==> src/rtl/vram_arbiter.sv <==
// ---------------------------------------------------------------------------
// vram_arbiter
//
// Shares the single-port 1 KB screen RAM and 1 KB character RAM between the
// Z80 bus and the video fetch engine, using the Jupiter ACE contention model.
//   0x2000 / 0x2800 : screen / char RAM, no-wait window.  The CPU always wins.
//                     A colliding video fetch returns 8'hFF ("snow").
//   0x2400 / 0x2C00 : screen / char RAM, wait window.  The CPU is held in
//                     WAIT until the display is inactive and the same RAM has
//                     no video fetch that cycle.
//
// Ports
//   clk_65, reset                 clock, synchronous active-high reset
//   cpu_addr, mreq_n, rd_n, wr_n  Z80 address bus and active-low strobes
//   cpu_dout / cpu_din            CPU write data / read data to the CPU
//   cpu_din_oe                    cpu_din is valid for the data bus mux
//   wait_n                        Z80 WAIT, active-low, combinational
//   vid_active                    beam inside the active display area
//   vid_scr_req/addr, vid_chr_req/addr   video fetch requests (1-cycle pulses)
//   vid_scr_data/valid, vid_chr_data/valid video fetch results, latency 1
//   sram_* / cram_*               synchronous RAM ports, 1-cycle read latency
// ---------------------------------------------------------------------------
module vram_arbiter (
   input  logic       clk_65,
   input  logic       reset,
   input  logic [15:0] cpu_addr,
   input  logic       mreq_n,
   input  logic       rd_n,
   input  logic       wr_n,
   input  logic [7:0] cpu_dout,
   output logic [7:0] cpu_din,
   output logic       cpu_din_oe,
   output logic       wait_n,
   input  logic       vid_active,
   input  logic       vid_scr_req,
   input  logic [9:0] vid_scr_addr,
   input  logic       vid_chr_req,
   input  logic [9:0] vid_chr_addr,
   output logic [7:0] vid_scr_data,
   output logic       vid_scr_valid,
   output logic [7:0] vid_chr_data,
   output logic       vid_chr_valid,
   output logic [9:0] sram_addr,
   output logic       sram_we,
   output logic [7:0] sram_wdata,
   input  logic [7:0] sram_rdata,
   output logic [9:0] cram_addr,
   output logic       cram_we,
   output logic [7:0] cram_wdata,
   input  logic [7:0] cram_rdata
);

   typedef enum logic [1:0] {
      IDLE,
      PEND,
      DONE
   } cpu_state_t;

   cpu_state_t state;
   cpu_state_t state_next;

   logic       cpu_hit;
   logic       cap_chr;
   logic       cap_wait;
   logic       cap_wr;
   logic [9:0] cap_addr;
   logic [7:0] cap_data;

   logic       same_req_pend;
   logic       same_req_live;
   logic       grant;
   logic       scr_grant;
   logic       chr_grant;

   logic       rd_fresh;
   logic       rd_fresh_chr;
   logic [7:0] din_q;

   logic       scr_valid_q;
   logic       chr_valid_q;
   logic       scr_noise_q;
   logic       chr_noise_q;

   // A CPU bus cycle targets the VRAM block when it is a memory read or
   // write anywhere in 0x2000-0x2FFF.
   assign cpu_hit = !mreq_n && (!rd_n || !wr_n) && (cpu_addr[15:12] == 4'h2);

   // Grant decision for the captured access.  The no-wait window is always
   // granted; the wait window needs a blanked beam and a quiet RAM port.
   // same_req_live is the equivalent video check for the access that is only
   // now being decoded in IDLE, used so WAIT can drop in the very first cycle.
   always_comb begin
      same_req_pend = cap_chr ? vid_chr_req : vid_scr_req;
      same_req_live = cpu_addr[11] ? vid_chr_req : vid_scr_req;
      grant     = (state == PEND) && (!cap_wait || (!vid_active && !same_req_pend));
      scr_grant = grant && !cap_chr;
      chr_grant = grant && cap_chr;
   end

   // WAIT is combinational so the Z80 sees it in T2.  It covers both the
   // decode cycle in IDLE and every PEND cycle until the grant.
   always_comb begin
      wait_n = 1'b1;
      if (!reset) begin
         if ((state == PEND) && cap_wait && (vid_active || same_req_pend)) begin
            wait_n = 1'b0;
         end else if ((state == IDLE) && cpu_hit && cpu_addr[10] &&
                      (vid_active || same_req_live)) begin
            wait_n = 1'b0;
         end
      end
   end

   // Next-state logic.  DONE lingers until the CPU releases MREQ so a long
   // bus cycle still produces only one RAM access.
   always_comb begin
      state_next = state;
      unique case (state)
         IDLE:    if (cpu_hit) state_next = PEND;
         PEND:    if (grant) state_next = DONE;
         DONE:    if (mreq_n) state_next = IDLE;
         default: state_next = IDLE;
      endcase
   end

   // State register; reset abandons any pending access.
   always_ff @(posedge clk_65) begin
      if (reset) begin
         state <= IDLE;
      end else begin
         state <= state_next;
      end
   end

   // Capture the target RAM, window, direction, address and data once, as
   // the access is accepted, so later bus wiggles cannot change it.
   always_ff @(posedge clk_65) begin
      if (reset) begin
         cap_chr  <= 1'b0;
         cap_wait <= 1'b0;
         cap_wr   <= 1'b0;
         cap_addr <= '0;
         cap_data <= '0;
      end else if ((state == IDLE) && cpu_hit) begin
         cap_chr  <= cpu_addr[11];
         cap_wait <= cpu_addr[10];
         cap_wr   <= !wr_n;
         cap_addr <= cpu_addr[9:0];
         cap_data <= cpu_dout;
      end
   end

   // RAM port muxes.  A granted CPU access owns its RAM for exactly one
   // cycle; otherwise the video address sits on the port as a read.  Both
   // ports are parked at address 0 with no write while reset is held, which
   // also kills a write that would otherwise be granted in the reset cycle.
   always_comb begin
      sram_addr  = '0;
      sram_we    = 1'b0;
      sram_wdata = '0;
      cram_addr  = '0;
      cram_we    = 1'b0;
      cram_wdata = '0;
      if (!reset) begin
         if (scr_grant) begin
            sram_addr  = cap_addr;
            sram_we    = cap_wr;
            sram_wdata = cap_wr ? cap_data : 8'h00;
         end else begin
            sram_addr = vid_scr_addr;
         end
         if (chr_grant) begin
            cram_addr  = cap_addr;
            cram_we    = cap_wr;
            cram_wdata = cap_wr ? cap_data : 8'h00;
         end else begin
            cram_addr = vid_chr_addr;
         end
      end
   end

   // CPU read return path.  The RAM output is valid in the cycle after the
   // grant (the first DONE cycle) and is passed straight through then, and
   // held in din_q afterwards because the port goes back to video fetches.
   always_ff @(posedge clk_65) begin
      if (reset) begin
         rd_fresh     <= 1'b0;
         rd_fresh_chr <= 1'b0;
         din_q        <= '0;
      end else begin
         rd_fresh     <= grant && !cap_wr;
         rd_fresh_chr <= cap_chr;
         if (rd_fresh) begin
            din_q <= cpu_din;
         end
      end
   end

   assign cpu_din    = rd_fresh ? (rd_fresh_chr ? cram_rdata : sram_rdata) : din_q;
   assign cpu_din_oe = !reset && (state == DONE) && !cap_wr && !rd_n;

   // Video fetch results always come back one cycle after the request.  If
   // the CPU held that RAM in the request cycle the RAM output belongs to the
   // CPU, so the video side is handed 8'hFF instead.
   always_ff @(posedge clk_65) begin
      if (reset) begin
         scr_valid_q <= 1'b0;
         chr_valid_q <= 1'b0;
         scr_noise_q <= 1'b0;
         chr_noise_q <= 1'b0;
      end else begin
         scr_valid_q <= vid_scr_req;
         chr_valid_q <= vid_chr_req;
         scr_noise_q <= vid_scr_req && scr_grant;
         chr_noise_q <= vid_chr_req && chr_grant;
      end
   end

   assign vid_scr_valid = scr_valid_q;
   assign vid_chr_valid = chr_valid_q;
   assign vid_scr_data  = !scr_valid_q ? 8'h00 : (scr_noise_q ? 8'hFF : sram_rdata);
   assign vid_chr_data  = !chr_valid_q ? 8'h00 : (chr_noise_q ? 8'hFF : cram_rdata);

endmodule

==> config.mk <==
export PLATFORM = sky130hd
export DESIGN_NAME = vram_arbiter
export DESIGN_NICKNAME = d
export VERILOG_FILES = /design/src/rtl/vram_arbiter.sv
export SDC_FILE = /design/constraint.sdc
export NUM_CORES = 1
export LEC_CHECK = 0
export ABC_AREA = 1
export BUFFER_PORTS_ARGS = -buffer_cell sky130_fd_sc_hd__buf_2
export CAP_MARGIN = 20
export CORE_ASPECT_RATIO = 0.5
export CORE_MARGIN = 3
export CORE_UTILIZATION = 40
export CTS_BUF_LIST = sky130_fd_sc_hd__clkbuf_16
export DETAILED_ROUTE_END_ITERATION = 16
export GPL_ROUTABILITY_DRIVEN = 0
export GPL_TIMING_DRIVEN = 0
export PLACE_DENSITY = 0.75
export SYNTH_ARGS = -nofsm -noshare
export SYNTH_HDL_FRONTEND = slang
export SYNTH_SLANG_ARGS = --single-unit
==> constraint.sdc <==
create_clock -name clk_65 -period 1.43 [get_ports clk_65]
set_input_delay 0.286 -clock clk_65 [delete_from_list [all_inputs] [get_ports clk_65]]
set_output_delay 0.286 -clock clk_65 [all_outputs]
set_load 0.01 [all_outputs]
# Yosys cells after proc, flatten, opt, wreduce, memory -nomap -nowiden
# Index checks and enable logic that the tools add are counted.
# word_totals
in_bits,68
ff_bits,37
# op_classes
muxes,28
reduce_logical,32
n_eq_ne,6
# ops
cell,n
$mux 8,11
$mux 10,4
$logic_and 1x1->1,17
$logic_not 1->1,9
$mux 1,9
$mux 2,3
$ne 2x2->1 const B,3
$pmux 2 s3,1
$eq 4x2->1 const B,1
$logic_or 1x1->1,4
$reduce_and 3->1,1
$eq 2x1->1 const B,1
$eq 2x2->1 const B,1
$logic_not 2->1,1

# Logic depth before layout (Yosys ltp)
# depth
word_depth,10
ltp_mapped,9
mapped_depth_nobuf,8

# Worst setup path before layout
# Ideal clock, no wire load.
# synth_timing
path_kind,register to output
startpoint,register cap_chr
endpoint,output cram_addr[0]
path_stages_with_launch,10
n_path_buf,1
t_required_ns,1.144
arrival_ns,1.232
slack_ns,-0.088
cell_sequence,dfxtp_1 > inv_2 > nand2_1 > nand3_2 > nand2_2 > nand3_1 > buf_2 > nand2_1 > inv_1 > nor2_1
# synth_between
elab_chain_len,8
# synth_rtl
element,line,source
start: declaration,63,logic cap_chr;
start signal: assignment,145,cap_chr <= cpu_addr[11];
$mux 1,93,same_req_pend = cap_chr ? vid_chr_req : vid_scr_req;
$logic_not 1->1,95,grant = (state == PEND) && (!cap_wait || (!vid_active && !same_req_pend));
$logic_and 1x1->1,95,
$logic_or 1x1->1,95,
$logic_and 1x1->1,95,
$logic_and 1x1->1 (*),97,chr_grant = grant && cap_chr;
$mux 10 (*),172,if (chr_grant) begin
$mux 10 (*),164,if (!reset) begin
end: declaration,47,"output logic [9:0] cram_addr,"
# Every way passes the cells marked *; elsewhere a longest branch is shown, timed or not.

# Worst setup path after layout
# layout_timing
startpoint,register cap_chr
endpoint,output sram_addr[2]
# layout_between
elab_chain_len,8
# layout_rtl
element,line,source
$mux 1,93,
$logic_not 1->1,95,
$logic_and 1x1->1,95,
$logic_or 1x1->1,95,
$logic_and 1x1->1,95,
$logic_and 1x1->1 (*),96,scr_grant = grant && !cap_chr;
$mux 10 (*),165,if (scr_grant) begin
$mux 10 (*),164,
end: declaration,43,"output logic [9:0] sram_addr,"
# Marked as above.

==> results.md <==
* Status: finished, violations left
* Failing checks: negative setup slack
* Worst-Margin Slew at 0.478 ns
* Fin. Hold Viols at 0
* Die X at 115 µm
* Fmax at 517 MHz
* Worst hold slack at 0.220 ns
* Global route overflow at 0
* Largest net degree at the start of global routing at 13
* Critical R2R Capture: chr_noise_q$_SDFF_PP0_
* Max H-tree Level at 2
* Initial antenna violation count at 0
* Setup WS pre-CTS at -0.279 ns
* Chip height at 60.6 µm
* First-pass GRT wire length at 12,900 µm
* First DRT Iteration DRCs at 399
* RSZ-0062 raised after global routing: yes
* CP Data Arrival Time at 1.65 ns
* Vias after detailed routing at 3,399
* FF-to-FF Start: cap_chr$_SDFFE_PP0P_
* Drt pass-1 iters at 6
* Worst slew margin at 68.1%
* Critical Path RT at 1.14 ns
* Vias in the first global route at 2,826
* Final layout net count at 677
* Final period util at 135%
* Worst-Skew Late Latency at 0.28 ns
* Syn_area_per_cell at 5.53 µm²
* Setup slack, reg-to-reg at 0.06 ns
* Post-synthesis sequential area ratio at 31.1%
* CTS Hold Bufs at 0
* Clk buf depth at 2
* CTS tree: yes
* Crit path max fanout at 8
* Clock transition at path regs at 0.06 ns
* Register area at 752 µm²
* Synth unique cells at 19
* Dpl hpwl at 5330 µm
* Routed wire per std cell at 14.0 µm
* Final Max Tran Viols at 0
* Worst reg2reg path depth at 8
* Syn-to-layout area delta at 71.0%
* Post-synthesis cell count at 431
* Worst VDD drop at 0.838 mV
* P_leak at 2.36 nW
* Share of cells above drive strength 1 at 45.7%
* Final Setup Violations at 48
* Clock skew at 0.00585 ns
* Number of buffers created by CTS at 5
* CTS Root Cell: clkbuf_16
* Syn. warnings at 0
* Residual DRC at 0
* HP Start: cpu_addr[1]
* Max Cap Viol at 0
* Startpoint Class: register
* Hold Path Sink: cap_addr[1]$_SDFFE_PP0P_
* Rows at 19
* Crit Path Class: reg -> out
* Synthesized cell area at 0.00238 mm²
* #FFs+latches synth at 37
* Final min period at 1.94 ns
* Power Density at 725 mW/mm²
* Hold depth at 3
* HP Class: in -> reg
* Setup ws final at -0.506 ns
* Die area at 0.00697 mm²
* # diodes at 0
* PortBufs at 132
* Clock sink total at 37
* Fillers at 443
* Post-Synthesis Net Count at 499
* Vias per cell at 4.98
* Initial Util at 42.5%
* Core ar. at 0.00561 mm²
* Drt total wl at 9570 µm
* IO Pins at 134
* Remaining antenna violation count at 0
* Critical Path Sink Type: primary output
* Total GRT Usage at 23.5%
* Tot Pwr at 0.00295 W
* Area taken by multi-input logic gates at 0.00152 mm²
-- flip-flops by register name (all words and copies together) (netlist names), 2 cells and up --
signal and count:
cap_addr 10, din_q 8, cap_data 8, state 2
-- cell families (layout without fill, tap and decap cells) --
family                 after synthesis  count (layout)  synth area share (%)
buffers and inverters              119             296                  19.0
AO/OA/AOI/OAI                       32              32                  7.56
AND/OR/NAND/NOR                    243             245                  42.3
flip-flops                          37              37                  31.1
-- layer usage --
| layer | GRT usage, % | vias to the layer above | share of wire, % |
|---|---|---|---|
| met1 | 27.7 | 1489 | 39 |
| met3 | 6.18 | 57 | 11 |
| met2 | 43.3 | 222 | 46 |
| met5 | 0 | - | 0 |
| li1 | - | 1631 | - |
| met4 | 7.02 | 0 | 4.2 |
-- stage by stage --
step	area [µm²]	TNS (ns)	instances	utilization (%)
2_1_floorplan	2430	0	431	-
3_3_place_gp	3190	-9.26	636	56.8
3_5_place_dp	3190	-9.63	636	56.8
4_1_cts	3860	-15.47	676	68.9
5_1_grt	4070	-20.01	683	72.6
6_report	4070	-17.58	683	72.6
-- how the worst max path moves through the flow --
stage	to	slack (ns)	startpoint
2_1_floorplan	sram_addr[0]	0.009	state[0]$_SDFFE_PP0P_
3_3_place_gp	cram_addr[5]	-0.28	state[0]$_SDFFE_PP0P_
3_5_place_dp	cram_addr[8]	-0.28	state[0]$_SDFFE_PP0P_
4_1_cts	cram_addr[5]	-0.43	cap_chr$_SDFFE_PP0P_
5_1_grt	cram_addr[8]	-0.55	cap_chr$_SDFFE_PP0P_
6_report	sram_addr[2]	-0.51	cap_chr$_SDFFE_PP0P_
-- report_power, final --
part | leakage, nW | internal, W | switching, W | total [W]
clock | 0.0938 | 0.000996 | 0.000426 | 0.00142
sequential | 0.302 | 0.00104 | 0.00000912 | 0.00105
combinational | 1.97 | 0.000201 | 0.000276 | 0.000477
total | 2.36 | 0.00224 | 0.000712 | 0.00295
-- placed cells by master (no fill, tap or decap), types with 9 or more instances in the layout --
cell type	synthesis	layout
inv_1	95	86
o21ai_2	0	9
nand2_1	102	78
buf_6	0	12
nand4_1	22	22
nor2_2	1	24
buf_4	0	30
dfxtp_1	37	32
a21oi_1	14	14
nand2_2	1	16
inv_2	1	9
buf_2	5	133
nor2_1	104	79
-- timing repair --
| action | CTS | global route |
|---|---|---|
| pin swaps | 30 | 17 |
| setup endpoints to repair | 56 | 72 |
| gates resized for setup | 83 | 53 |
| gates cloned | 5 | 0 |
| setup buffers | 29 | 8 |
-- critical path, stage by stage (launching register included) --
cell	delay, ns
dfxtp_4	0.41
inv_6	0.06
nand2_4	0.06
nand3_4	0.10
nand2_8	0.13
nand3_4	0.10
buf_6	0.16
nand2_4	0.05
inv_2	0.04
nor2_2	0.10
buf_2	0.14
-- cell type report --
class	instances	area share, %
sequential	37	18.5
timing repair buffer	171	24.6
clock buffer	5	3.07
buffer	20	3.63
multi-input combinational	277	37.4
inverter	97	9.06
tap	73	2.24
clock inverter	3	1.60
-- cells in the mapped netlist --
library cell | instances | area share, %
o21ai_0 | 10 | 2.1
nand3_1 | 6 | 1.3
dfxtp_1 | 37 | 31
nor2_1 | 104 | 16
buf_1 | 2 | 0.32
inv_1 | 95 | 15
o21a_1 | 8 | 2.5
clkbuf_1 | 15 | 2.4
nand4_2 | 2 | 1.1
clkinv_1 | 1 | 0.16
nand2_1 | 102 | 16
nand2_2 | 1 | 0.26
nand4_1 | 22 | 5.8
buf_2 | 5 | 1.1
inv_2 | 1 | 0.16
nor2_2 | 1 | 0.26
nor3_1 | 4 | 0.84
nand3_2 | 1 | 0.42
a21oi_1 | 14 | 2.9
No activity file was read; power rests on OpenSTA's default activity.
